<file path="config.mk">
export PLATFORM = sky130hd
export DESIGN_NAME = prgrm_cnt_stack_flat
export DESIGN_NICKNAME = d
export VERILOG_FILES = /design/src/rtl/prgrm_cnt_stack_if.sv /design/src/rtl/prgrm_cnt_stack.sv /design/src/flat_wrapper.sv
export SDC_FILE = /design/constraint.sdc
export NUM_CORES = 1
export LEC_CHECK = 0
export BUFFER_PORTS_ARGS = -buffer_cell sky130_fd_sc_hd__buf_4
export CORE_ASPECT_RATIO = 2
export CORE_UTILIZATION = 60
export CTS_CLUSTER_DIAMETER = 60
export DETAILED_ROUTE_END_ITERATION = 10
export MAX_ROUTING_LAYER = met4
export PLACE_DENSITY = 0.79
export SLEW_MARGIN = 20
export SYNTH_ARGS = -nofsm -noshare
export SYNTH_HDL_FRONTEND = slang
export SYNTH_SLANG_ARGS = --single-unit
</file>
<file path="constraint.sdc">
create_clock -name Clk -period 2.8 [get_ports Clk]
set_input_delay 0 -clock Clk [delete_from_list [all_inputs] [get_ports Clk]]
set_output_delay 0 -clock Clk [all_outputs]
set_load 0.005 [all_outputs]
</file>
<file path="src/rtl/prgrm_cnt_stack_if.sv">
// prgrm_cnt_stack_if: decode-stage to program-counter bus.
// The decode stage (master) drives the action strobes, the call bit, the
// branch target and the error-clear; the PC/stack block (slave) returns the
// fetch address and the stack status flags.
interface prgrm_cnt_stack_if #(
    parameter int ADDR_W = 8
);
    logic              Incrmnt_PC;
    logic              Ld_Brnch_Addr;
    logic              Ld_Rtn_Addr;
    logic              Call_Instrn;
    logic [ADDR_W-1:0] Brnch_Addr;
    logic              Err_Clr;
    logic [ADDR_W-1:0] PC;
    logic              Stack_Empty;
    logic              Stack_Full;
    logic              Stack_Ovf;
    logic              Stack_Unf;

    modport master (
        output Incrmnt_PC, Ld_Brnch_Addr, Ld_Rtn_Addr, Call_Instrn, Brnch_Addr, Err_Clr,
        input  PC, Stack_Empty, Stack_Full, Stack_Ovf, Stack_Unf
    );

    modport slave (
        input  Incrmnt_PC, Ld_Brnch_Addr, Ld_Rtn_Addr, Call_Instrn, Brnch_Addr, Err_Clr,
        output PC, Stack_Empty, Stack_Full, Stack_Ovf, Stack_Unf
    );
endinterface

</file>
<file path="src/rtl/prgrm_cnt_stack.sv">
// prgrm_cnt_stack: program counter with a hardware return-address stack.
// One action per cycle in priority order RETURN > BRANCH(/CALL) > INCR > HOLD.
// A call pushes PC+1; a return pops the top entry into PC. All outputs are
// flops, so there is no combinational input-to-output path.
// Optional feature: define PC_STACK_OVF_WRAP_EN to make a push while full
// overwrite the oldest entry; by default such a push is dropped. Both modes
// set the sticky Stack_Ovf flag.
module prgrm_cnt_stack #(
    parameter int ADDR_W      = 8,
    parameter int STACK_DEPTH = 8,
    parameter int RESET_ADDR  = 0
) (
    input  logic                  Clk,
    input  logic                  Reset_n,
    prgrm_cnt_stack_if.slave      bus
);
    localparam int PTR_W   = $clog2(STACK_DEPTH);
    localparam int DEPTH_W = PTR_W + 1;
    localparam logic [ADDR_W-1:0]  RST_PC     = ADDR_W'(RESET_ADDR);
    localparam logic [DEPTH_W-1:0] FULL_DEPTH = DEPTH_W'(STACK_DEPTH);
    localparam logic [DEPTH_W-1:0] ZERO_DEPTH = {DEPTH_W{1'b0}};

    logic [ADDR_W-1:0]  pc_q, pc_d;
    logic [PTR_W-1:0]   ptr_q, ptr_d;
    logic [DEPTH_W-1:0] depth_q, depth_d;
    logic               empty_q, empty_d;
    logic               full_q, full_d;
    logic               ovf_q, ovf_d;
    logic               unf_q, unf_d;
    logic [ADDR_W-1:0]  stack_mem_q [STACK_DEPTH];

    logic [ADDR_W-1:0]  pc_inc_s;
    logic               wr_en_s;

    assign pc_inc_s = pc_q + ADDR_W'(1);

    // Next-state selection: pick the single highest-priority action.
    always_comb begin
        pc_d    = pc_q;
        ptr_d   = ptr_q;
        depth_d = depth_q;
        wr_en_s = 1'b0;

        // Clear first so that an error event below still sets the flag.
        if (bus.Err_Clr) begin
            ovf_d = 1'b0;
            unf_d = 1'b0;
        end else begin
            ovf_d = ovf_q;
            unf_d = unf_q;
        end

        if (bus.Ld_Rtn_Addr) begin
            // RETURN outranks a simultaneous branch/call: no push, target ignored.
            if (depth_q != ZERO_DEPTH) begin
                pc_d    = stack_mem_q[ptr_q];
                ptr_d   = ptr_q - PTR_W'(1);
                depth_d = depth_q - DEPTH_W'(1);
            end else begin
                pc_d  = pc_inc_s;
                unf_d = 1'b1;
            end
        end else if (bus.Ld_Brnch_Addr) begin
            pc_d = bus.Brnch_Addr;
            if (bus.Call_Instrn) begin
                if (depth_q == FULL_DEPTH) begin
                    ovf_d = 1'b1;
`ifdef PC_STACK_OVF_WRAP_EN
                    // Advancing past the newest slot lands on the oldest one.
                    ptr_d   = ptr_q + PTR_W'(1);
                    wr_en_s = 1'b1;
`else
                    ptr_d   = ptr_q;
                    wr_en_s = 1'b0;
`endif
                end else begin
                    ptr_d   = ptr_q + PTR_W'(1);
                    depth_d = depth_q + DEPTH_W'(1);
                    wr_en_s = 1'b1;
                end
            end else begin
                wr_en_s = 1'b0;
            end
        end else if (bus.Incrmnt_PC) begin
            pc_d = pc_inc_s;
        end else begin
            pc_d = pc_q;
        end

        // Status flags are registered versions of the next depth.
        empty_d = (depth_d == ZERO_DEPTH);
        full_d  = (depth_d == FULL_DEPTH);
    end

    // PC, stack pointer, depth and status flags with asynchronous reset.
    always_ff @(posedge Clk or negedge Reset_n) begin
        if (!Reset_n) begin
            pc_q    <= RST_PC;
            ptr_q   <= {PTR_W{1'b0}};
            depth_q <= ZERO_DEPTH;
            empty_q <= 1'b1;
            full_q  <= 1'b0;
            ovf_q   <= 1'b0;
            unf_q   <= 1'b0;
        end else begin
            pc_q    <= pc_d;
            ptr_q   <= ptr_d;
            depth_q <= depth_d;
            empty_q <= empty_d;
            full_q  <= full_d;
            ovf_q   <= ovf_d;
            unf_q   <= unf_d;
        end
    end

    // Return-address storage; contents are meaningless until written.
    always_ff @(posedge Clk) begin
        if (wr_en_s) begin
            stack_mem_q[ptr_d] <= pc_inc_s;
        end
    end

    assign bus.PC          = pc_q;
    assign bus.Stack_Empty = empty_q;
    assign bus.Stack_Full  = full_q;
    assign bus.Stack_Ovf   = ovf_q;
    assign bus.Stack_Unf   = unf_q;
endmodule

</file>
<file path="src/flat_wrapper.sv">
// flat-port wrapper written by rule: the top's interface ports become plain ports
module prgrm_cnt_stack_flat 
#(
    parameter int ADDR_W      = 8,
    parameter int STACK_DEPTH = 8,
    parameter int RESET_ADDR  = 0
)
  (Clk, Reset_n, bus_Incrmnt_PC, bus_Ld_Brnch_Addr, bus_Ld_Rtn_Addr, bus_Call_Instrn, bus_Brnch_Addr, bus_Err_Clr, bus_PC, bus_Stack_Empty, bus_Stack_Full, bus_Stack_Ovf, bus_Stack_Unf);
  prgrm_cnt_stack_if #(.ADDR_W(ADDR_W)) bus_i ();
  input  logic Clk;
  input  logic Reset_n;
  input wire logic [$bits(bus_i.Incrmnt_PC)-1:0] bus_Incrmnt_PC;
  input wire logic [$bits(bus_i.Ld_Brnch_Addr)-1:0] bus_Ld_Brnch_Addr;
  input wire logic [$bits(bus_i.Ld_Rtn_Addr)-1:0] bus_Ld_Rtn_Addr;
  input wire logic [$bits(bus_i.Call_Instrn)-1:0] bus_Call_Instrn;
  input wire logic [$bits(bus_i.Brnch_Addr)-1:0] bus_Brnch_Addr;
  input wire logic [$bits(bus_i.Err_Clr)-1:0] bus_Err_Clr;
  output wire logic [$bits(bus_i.PC)-1:0] bus_PC;
  output wire logic [$bits(bus_i.Stack_Empty)-1:0] bus_Stack_Empty;
  output wire logic [$bits(bus_i.Stack_Full)-1:0] bus_Stack_Full;
  output wire logic [$bits(bus_i.Stack_Ovf)-1:0] bus_Stack_Ovf;
  output wire logic [$bits(bus_i.Stack_Unf)-1:0] bus_Stack_Unf;
  assign bus_i.Incrmnt_PC = bus_Incrmnt_PC;
  assign bus_i.Ld_Brnch_Addr = bus_Ld_Brnch_Addr;
  assign bus_i.Ld_Rtn_Addr = bus_Ld_Rtn_Addr;
  assign bus_i.Call_Instrn = bus_Call_Instrn;
  assign bus_i.Brnch_Addr = bus_Brnch_Addr;
  assign bus_i.Err_Clr = bus_Err_Clr;
  assign bus_PC = bus_i.PC;
  assign bus_Stack_Empty = bus_i.Stack_Empty;
  assign bus_Stack_Full = bus_i.Stack_Full;
  assign bus_Stack_Ovf = bus_i.Stack_Ovf;
  assign bus_Stack_Unf = bus_i.Stack_Unf;
  prgrm_cnt_stack #(.ADDR_W(ADDR_W), .STACK_DEPTH(STACK_DEPTH), .RESET_ADDR(RESET_ADDR)) u_core (.Clk(Clk), .Reset_n(Reset_n), .bus(bus_i));
endmodule
</file>
Word level (Yosys, flattened, before mapping)
Memory sizes are Yosys's and may differ from the RTL's.
Cells that the tools add are included.
{"block": "totals", "register_bits": 19, "ramBits": 64, "output_inout_bits": 12, "elab_cells": 46, "n_memories": 1}
{"block": "classes", "addsub": 5, "n_eq_ne": 2, "mux": 28, "n_reduce_logical": 3}
{"memory": "u_core.stack_mem_q", "depth": 8, "word_bits": 8, "read_ports": 1, "rd_ports_with_merged_regs": 0, "write_ports": 1, "line": "prgrm_cnt_stack.sv:30", "text": "logic [ADDR_W-1:0] stack_mem_q [STACK_DEPTH];"}
{"cell": "8-bit 2-to-1 mux", "n": 4}
{"cell": "4-bit 2-to-1 mux", "n": 5}
{"cell": "3-bit 2-to-1 mux", "n": 5}
{"cell": "1-bit 2-to-1 mux", "n": 14}
{"cell": "8-bit by 1-bit adder with 8-bit output (second input constant)", "n": 1}
{"cell": "4-bit equality test (second input constant)", "n": 2}
{"cell": "4-bit by 1-bit adder with 4-bit output (second input constant)", "n": 1}
{"cell": "4-bit logical NOT", "n": 1}
{"cell": "4-bit nonzero test", "n": 1}
{"cell": "4-bit by 1-bit subtractor with 4-bit output (second input constant)", "n": 1}
{"cell": "3-bit by 1-bit adder with 3-bit output (second input constant)", "n": 1}
{"cell": "3-bit nonzero test", "n": 1}
{"cell": "3-bit by 1-bit subtractor with 3-bit output (second input constant)", "n": 1}

Depth between registers and ports, before layout
Gate-level depths: netlist of run 1.
{"block": "logic_depth", "ltp_word": 7, "ltp_mapped": 9, "depth_no_buf": 7}

Least setup slack after synthesis of run 1
No wires, ideal clock.
{"block": "synth_timing", "path_kind": "reg-to-reg", "start": "register u_core.ptr_q[1]", "end": "memory u_core.stack_mem_q[0][0] (enable)", "setup_ns": 0.370, "arrival_time_ns": 2.023, "required_time_ns": 2.430, "slack_ns": 0.407, "path_stages_with_launch": 10, "n_path_buf": 2, "synth_period_minus_slack_ns": 2.393, "cell_sequence": "dfrtp_1 -> buf_2 -> buf_2 -> inv_1 -> ha_1 -> and3b_1 -> mux2i_1 -> o211a_2 -> inv_2 -> nor2_1"}
{"block": "synth_via", "elab_chain_cells": 5, "elab_cells_between_ends": 7, "classes_between": "2 x add/sub; 5 x mux"}
{"element": "from (decl)", "line": "prgrm_cnt_stack.sv:24", "text": "logic [PTR_W-1:0] ptr_q, ptr_d;"}
{"element": "from (signal assigned)", "line": "prgrm_cnt_stack.sv:99", "text": "ptr_q <= {PTR_W{1'b0}};"}
{"element": "from (signal assigned)", "line": "prgrm_cnt_stack.sv:107", "text": "ptr_q <= ptr_d;"}
{"element": "3-bit by 1-bit adder with 3-bit output", "line": "prgrm_cnt_stack.sv:77", "text": "ptr_d = ptr_q + PTR_W'(1);"}
{"element": "3-bit 2-to-1 mux", "line": "prgrm_cnt_stack.sv:66", "text": "if (depth_q == FULL_DEPTH) begin"}
{"element": "3-bit 2-to-1 mux", "line": "prgrm_cnt_stack.sv:65", "text": "if (bus.Call_Instrn) begin"}
{"element": "3-bit 2-to-1 mux", "line": "prgrm_cnt_stack.sv:63", "text": "end else if (bus.Ld_Brnch_Addr) begin"}
{"element": "3-bit 2-to-1 mux *", "line": "prgrm_cnt_stack.sv:53", "text": "if (bus.Ld_Rtn_Addr) begin"}
{"element": "named net u_core.ptr_d[2]", "line": "prgrm_cnt_stack.sv:24"}
{"element": "to (decl)", "line": "prgrm_cnt_stack.sv:30"}
The timed path passes the listed nets; every way through them passes the cells marked *.

Final worst setup path of run 1
{"block": "layout_timing", "start": "register u_core.depth_q[0]", "end": "memory u_core.stack_mem_q[4][3] (enable)"}
{"block": "layout_via", "elab_chain_cells": 7, "elab_cells_between_ends": 13, "classes_between": "1 x eq/ne; 11 x mux; 1 x reduce/logical"}
{"element": "from (decl)", "line": "prgrm_cnt_stack.sv:25", "text": "logic [DEPTH_W-1:0] depth_q, depth_d;"}
{"element": "from (signal assigned)", "line": "prgrm_cnt_stack.sv:108", "text": "depth_q <= depth_d;"}
{"element": "4-bit equality test", "line": "prgrm_cnt_stack.sv:66"}
{"element": "1-bit 2-to-1 mux", "line": "prgrm_cnt_stack.sv:66"}
{"element": "1-bit 2-to-1 mux", "line": "prgrm_cnt_stack.sv:65"}
{"element": "1-bit 2-to-1 mux", "line": "prgrm_cnt_stack.sv:63"}
{"element": "1-bit 2-to-1 mux", "line": "prgrm_cnt_stack.sv:53"}
{"element": "1-bit 2-to-1 mux", "line": "prgrm_cnt_stack.sv:118", "text": "if (wr_en_s) begin"}
{"element": "1-bit 2-to-1 mux (implied by the code)", "line": "prgrm_cnt_stack.sv:119", "text": "stack_mem_q[ptr_d] <= pc_inc_s;"}
Parallel ways exist; a longest one is shown, timed or not.

==> results of run 1 <==
## where the power goes
part           internal (W)  leakage (nW)  switching, W
Combinational      0.000783         0.725      0.000986
Clock              0.000782         0.143      0.000448
Sequential          0.00172         0.807      0.000242
Total               0.00329          1.67       0.00168
## placed cells by master (no fill, tap or decap), drive strengths merged, types with 6 or more instances in the layout
master   n
a21oi    9
buf     40
clkbuf  12
dfrtp   18
edfxtp  64
inv     17
mux2i    6
mux4    16
nand2    9
nand3   10
nor2    24
## layout make-up
type	instances	area, sq um	share of cell area, %
Clock buffer	12	236.5	5.253
Clock inverter	4	75.07	1.668
Inverter	17	63.81	1.417
Multi-Input combinational cell	150	1303	28.93
Sequential cell	83	2399	53.28
Tap cell	84	105.1	2.335
Timing Repair Buffer	42	320.3	7.115
## sequential cells by signal, indices dropped and copies added (netlist names)
signal                  count
u_core.bus.Stack_Ovf        1
u_core.stack_mem_q         64
u_core.ptr_q                3
u_core.bus.Stack_Empty      1
u_core.depth_q              4
u_core.bus.Stack_Full       1
u_core.bus.Stack_Unf        1
u_core.bus.PC               8
## synth_stat cells (2+ instances only)
cell | count | area [sq um]
a211o_1 | 2 | 17.52
a21boi_0 | 2 | 15.01
a21oi_1 | 9 | 45.04
a221oi_1 | 3 | 26.28
and3b_1 | 3 | 26.28
buf_2 | 7 | 35.03
clkbuf_1 | 6 | 22.52
dfrtp_1 | 18 | 450.4
edfxtp_1 | 64 | 1922
ha_1 | 5 | 62.56
inv_1 | 14 | 52.55
inv_2 | 3 | 11.26
mux2_2 | 3 | 33.78
mux2i_1 | 5 | 50.05
mux4_2 | 16 | 360.4
nand2_1 | 9 | 33.78
nand3_1 | 10 | 50.05
nand3b_1 | 3 | 22.52
nand4_1 | 3 | 18.77
nor2_1 | 24 | 90.09
nor2b_1 | 4 | 25.02
nor3_1 | 4 | 20.02
o21ai_0 | 5 | 25.02
o22a_1 | 2 | 17.52
o22ai_1 | 3 | 18.77
o32ai_1 | 2 | 17.52
or3_1 | 2 | 12.51
xnor2_1 | 4 | 35.03
xor2_1 | 4 | 35.03
## path summary, 6_finish.rpt
kind	from	to	slack (ps)	cells past startpoint
setup reg to reg	u_core.depth_q[0]$_DFF_PN0_	u_core.stack_mem_q[4][3]$_DFFE_PP_	380	6
max in group asynchronous	Reset_n	u_core.bus.Stack_Empty$_DFF_PN1_	2440	2
setup / recovery	u_core.depth_q[0]$_DFF_PN0_	u_core.stack_mem_q[4][3]$_DFFE_PP_	380	6
hold reg to reg	u_core.bus.Stack_Unf$_DFF_PN0_	u_core.bus.Stack_Unf$_DFF_PN0_	530	2
min in group Clk	bus_Brnch_Addr[6]	u_core.bus.PC[6]$_DFFE_PN0P_	90	4
hold / removal	Reset_n	u_core.bus.PC[5]$_DFFE_PN0P_	90	2
## per-stage QoR
stage,power (W),hold slack (ps),instances
finish,0.004961,86.11,392
global placement,0.003684,-107.8,374
floorplan,0.003078,-295.6,264
CTS,0.004979,71.57,392
detailed placement,0.003732,-107.2,374
global route,0.005183,109.4,392
## worst reg2reg max path, cell delays in order, from the launching register on
cell and delay [ps]:
dfrtp_1 390, inv_1 90, ha_1 310, or3b_1 240
nand2_1 90, a211o_1 340, nor2_1 580
## cells by family (layout without fill, tap and decap cells)
family          count (synthesis)  after routing  synth area share [%]
flops                          83             83                 62.57
mux                            25             25                 12.17
simple gates                   72             72                 10.61
fa+ha+maj                       5              5                 1.632
compound gates                 40             40                 7.735
buf+inv                        31             75                 3.459
xor+xnor                        8              8                 1.827
## routing by layer
metal	up-vias	wire length (um)
li1	1090	-
met2	98	4839
met4	0	423
met3	25	431
met1	1221	3194
met5	-	0
==> summary.md, run 1 <==
| Metric | Value |
|---|---|
| Post-route cell area | 4502 sq um |
| GRT Util Overall | 31.17% |
| CP max stage cell | nor2_1 |
| Count of pins over their slew limit | 0 |
| VDD IR max | 0.0006591 V |
| TritonCTS clock tree | yes |
| Final Hold Fails | 0 |
| Top Ports | 27 |
| Count of cell types in the netlist | between 50 and 60 |
| Worst Path Max Fanout | 8 |
| Delay-heaviest family, CP | simple AND/OR/NAND/NOR gates |
| Vias | 2434 |
| Leakage power total | approximately 1.7 nW |
| GR Util met2 | 51.11% |
| Startpoint types | flip-flop |
| Avg Cell Area, Syn | roughly 15 sq um |
| Crit path cell chain | inv_1 -> ha_1 -> or3b_1 -> nand2_1 -> a211o_1 -> nor2_1 |
| CTS sink cnt | 83 |
| H-tree Lvls | 3 |
| Status | finished, final reports clean |
| Dominant synthesized flop cell | edfxtp_1 |
| Worst Setup Path Type | flip-flop to flip-flop |
| Post-Synthesis Cells | 264 |
| P&R area growth vs syn | 17.43% |
| Ys Warns | 0 |
| Starting DRC count in detailed routing | 197 |
| M1 GR Usage | about 36% |
| Crit share post-route | 86.27% |
| Rel. slew slack | between 50% and 60% |
| Diodes inserted | 0 |
| Post-route DRC | 0 |
| CP max stage delay | 580 ps |
| Antenna violations before repair | 0 |
| Number of max-cap violations | 0 |
| First-pass GRT wire length | 13930 um |
| Height of the die | 115.0 um |
| Setup Skew | ~6.4 ps |
| Synth Cell Area | 3834 sq um |
| Postcts setup bufs | 0 |
| CTS Buf Count | 9 |
| DP Area | 4170 sq um |
| Number of global-route vias before repair | ~2600 |
| GPL Wtd Cong | 0.8969 |
| Core area | 6106 sq um |
| CP Buf/Inv Count | 1 |
| Largest net degree at the start of global routing | 26 |
| Max Clock Freq | between 400 and 500 MHz |
| CP endpoint kind | flip-flop |
| Post-CTS sizing | 0 |
| Worst Hold Class | input port to asynchronous set/reset pin |
| Reg clk slew, reported paths | 60 ps |
| Setup TNS | 0 ps |
| Number of fill cells | 424 |
| Setup slack after layout | just under 400 ps |
| WL final | 8888 um |
| Final setup violation count | 0 |
| WL/cell | between 20 and 25 um |
| Most Crowded Layer GR | met2 |
| Clock root cell | clkbuf_16 |
| Mapped Nets | 284 |
| Async SR Flop Fraction | a little under a quarter |
| Cts-stage hold buffer count | 2 |
| Routed vias/inst | 6.209 |
| Synth Register Bits | 83 |
| First-pass DRT Iterations | 5 |
| Nets@finish | between 300 and 400 |
| Pre-CTS setup slack | 401.4 ps |
| RSZ-0062 raised after global routing | false |
| Final core occ | 73.73% |
| Proportion of layout cells with a drive suffix above 1 | 26.95% |
| Register area share after synthesis | 62.57% |
| Power per Cell Area | 1102 nW/um^2 |
| Worst slew pin tran | 741.8 ps |
| CP Data Required Time | between 2000 and 3000 ps |
| Clk_lat worst skew | about 330 ps |
| Die X | between 50 and 60 um |
| Initial Util | 62.79% |
| Total gr overflow | 0 |
| Num rows | 40 |
| Port Buffers | 26 |
| Die area | slightly below 7000 sq um |
| Crit path time final | 2416 ps |
| Critical path arrival | 2370 ps |
| ANT nets after route | 0 |
| Bufs on Longest Clock Path | 2 |
| Global-route met3 utilization | 4.837% |
| DP HPWL | 6426 um |
| Post-synth EDFFs | 64 |
(Power assumes the default switching activity.)
==> run 2, diff against run 1 <==
Settings changed: CORE_UTILIZATION 60 to 55, PLACE_DENSITY 0.79 to 0.74.
==> run 2 against run 1 <==
Largest power group unchanged. Worst setup slack got worse by 150 ps. Core utilization decreased by 6.8 points. Hold slack got worse by 11 ps. Clock power decreased by 15%. Cell area decreased by 0.81%. Register-to-register slack got worse by 150 ps. Sequential power about the same. Fmax decreased by 5.7%. Sequential share of layout area increased by 0.43 points. Final cell count increased by 1.0%. Critical path depth unchanged. Die area increased by 8.9%.
==> summary.md, run 2 (synthesized netlist as in run 1, its figures left out) <==
| Metric | Value |
|---|---|
| Final Hold Fails | 0 |
| TritonCTS clock tree | yes |
| Antenna violations before repair | 0 |
| Die X | between 60 and 70 um |
| Count of pins over their slew limit | 0 |
| P&R area growth vs syn | 16.48% |
| First-pass DRT Iterations | 4 |
| Final core occ | 66.91% |
| CTS sink cnt | 83 |
| Crit share post-route | 91.46% |
| Core area | 6674 sq um |
| Vias | about 2400 |
| Max Clock Freq | just under 400 MHz |
| Diodes inserted | 0 |
| Height of the die | roughly 120 um |
| Critical path arrival | 2520 ps |
| Clock root cell | clkbuf_16 |
| Proportion of layout cells with a drive suffix above 1 | a little over a quarter |
| WL/cell | ~22 um |
| ANT nets after route | 0 |
| Number of fill cells | around 500 |
| Post-route DRC | 0 |
| Largest net degree at the start of global routing | 26 |
| Total gr overflow | 0 |
| Initial Util | 57.44% |
| Starting DRC count in detailed routing | 127 |
| Startpoint types | flip-flop |
| Nets@finish | 323 |
| Rel. slew slack | 48.13% |
| Final setup violation count | 0 |
| Status | finished, final reports clean |
| WL final | 8725 um |
| Clk_lat worst skew | roughly 340 ps |
| Number of global-route vias before repair | between 2000 and 2500 |
| Delay-heaviest family, CP | simple AND/OR/NAND/NOR gates |
| Max reg flops | 64 |
| Largest Register | u_core.stack_mem_q |
| Number of max-cap violations | 0 |
| Worst Path Max Fanout | 8 |
| Crit path time final | 2561 ps |
| Setup slack after layout | between 200 and 250 ps |
| Top Ports | 27 |
| VDD IR max | 0.0006421 V |
| Port Buffers | 26 |
| Reg clk slew, reported paths | 60 ps |
| Pwr Total | 0.004777 W |
| Pre-CTS setup slack | ~240 ps |
| RSZ-0062 raised after global routing | false |
| WHS | 75.04 ps |
| DP HPWL | 6333 um |
| CP max stage cell | nor2_1 |
| First-pass GRT wire length | 13210 um |
| Worst Hold Class | input port to asynchronous set/reset pin |
| GPL Wtd Cong | 0.9092 |
| Power per Cell Area | around 1100 nW/um^2 |
| Most common cell after layout, fill and taps aside | edfxtp_1 |
| Num rows | 42 |
| CP Data Required Time | approximately 2800 ps |
| Crit path cell chain | inv_1 -> ha_1 -> nand4bb_1 -> mux2i_1 -> o211a_2 -> nor2_1 |
| H-tree Lvls | 3 |
| GRT Util Overall | about 28% |
| Die area | ~7300 sq um |
| CP Buf/Inv Count | 1 |
| CP endpoint kind | flip-flop |
| CTS Buf Count | 9 |
| Worst Setup Path Type | flip-flop to flip-flop |
| Leakage power total | 1.659 nW |
| Most frequent cells in the layout | 64 x edfxtp_1, 40 x buf_4, 24 x nor2_1 |
| Worst slew pin tran | 775.2 ps |
| Setup Skew | 4.202 ps |
| Setup TNS | 0 ps |
| Routed vias/inst | 6.048 |
| CP max stage delay | a little over 600 ps |
| Bufs on Longest Clock Path | 2 |
## run 2: power breakdown
group          switching (W)  leakage (nW)  internal, W
combinational       0.000995         0.726     0.000781
clock               0.000454         0.127     0.000599
sequential          0.000228         0.807      0.00172
total                0.00168          1.66      0.00310
## run 2: layer usage
| metal | routed length [um] | vias to the layer above | GRT usage, % |
|---|---|---|---|
| met1 | 3078 | 1182 | 30.65 |
| met4 | 641 | 0 | 21.02 |
| li1 | - | 1087 | - |
| met2 | 4589 | 93 | 43.07 |
| met3 | 417 | 33 | 5.927 |
| met5 | 0 | - | - |
## run 2: repair_timing
| item | in CTS | in global routing |
|---|---|---|
| hold buffers | 2 | 0 |
| hold endpoints to repair | 21 | 0 |
| resized for setup | 0 | 0 |
| setup buffers | 0 | 0 |
## run 2: worst paths after layout
path,cells after the start,slack [ps],end,startpoint
setup / recovery,6,240,u_core.stack_mem_q[4][6]$_DFFE_PP_,u_core.depth_q[0]$_DFF_PN0_
hold / removal,2,80,u_core.bus.PC[1]$_DFFE_PN0P_,Reset_n
setup reg to reg,6,240,u_core.stack_mem_q[4][6]$_DFFE_PP_,u_core.depth_q[0]$_DFF_PN0_
hold reg to reg,2,530,u_core.bus.Stack_Ovf$_DFF_PN0_,u_core.bus.Stack_Ovf$_DFF_PN0_
max in group asynchronous,2,2460,u_core.bus.Stack_Empty$_DFF_PN1_,Reset_n
min in group Clk,3,100,u_core.bus.PC[2]$_DFFE_PN0P_,bus_Ld_Rtn_Addr
## run 2: area by class of cell
cell class / instances / area [sq um] / area share (%)
sequential: 83 / 2399 / 53.71
multi-input combinational: 150 / 1303 / 29.17
timing repair buffer: 42 / 320.3 / 7.173
clock buffer: 10 / 229.0 / 5.127
tap: 88 / 110.1 / 2.466
inverter: 17 / 63.81 / 1.429
clock inverter: 6 / 41.29 / 0.9246
## run 2: worst reg2reg max path, cell delays in order, from the launching register on
cell,delay (ps)
dfrtp_1,410
inv_1,110
ha_1,310
nand4bb_1,340
mux2i_1,210
o211a_2,190
nor2_1,620
## run 2: metrics by stage
step / std cells / cell area [sq um]
after floorplan: 264 / 3834
after CTS: 396 / 4466
after global routing: 396 / 4466
after global placement: 378 / 4175
after detailed placement: 378 / 4175
final: 396 / 4466
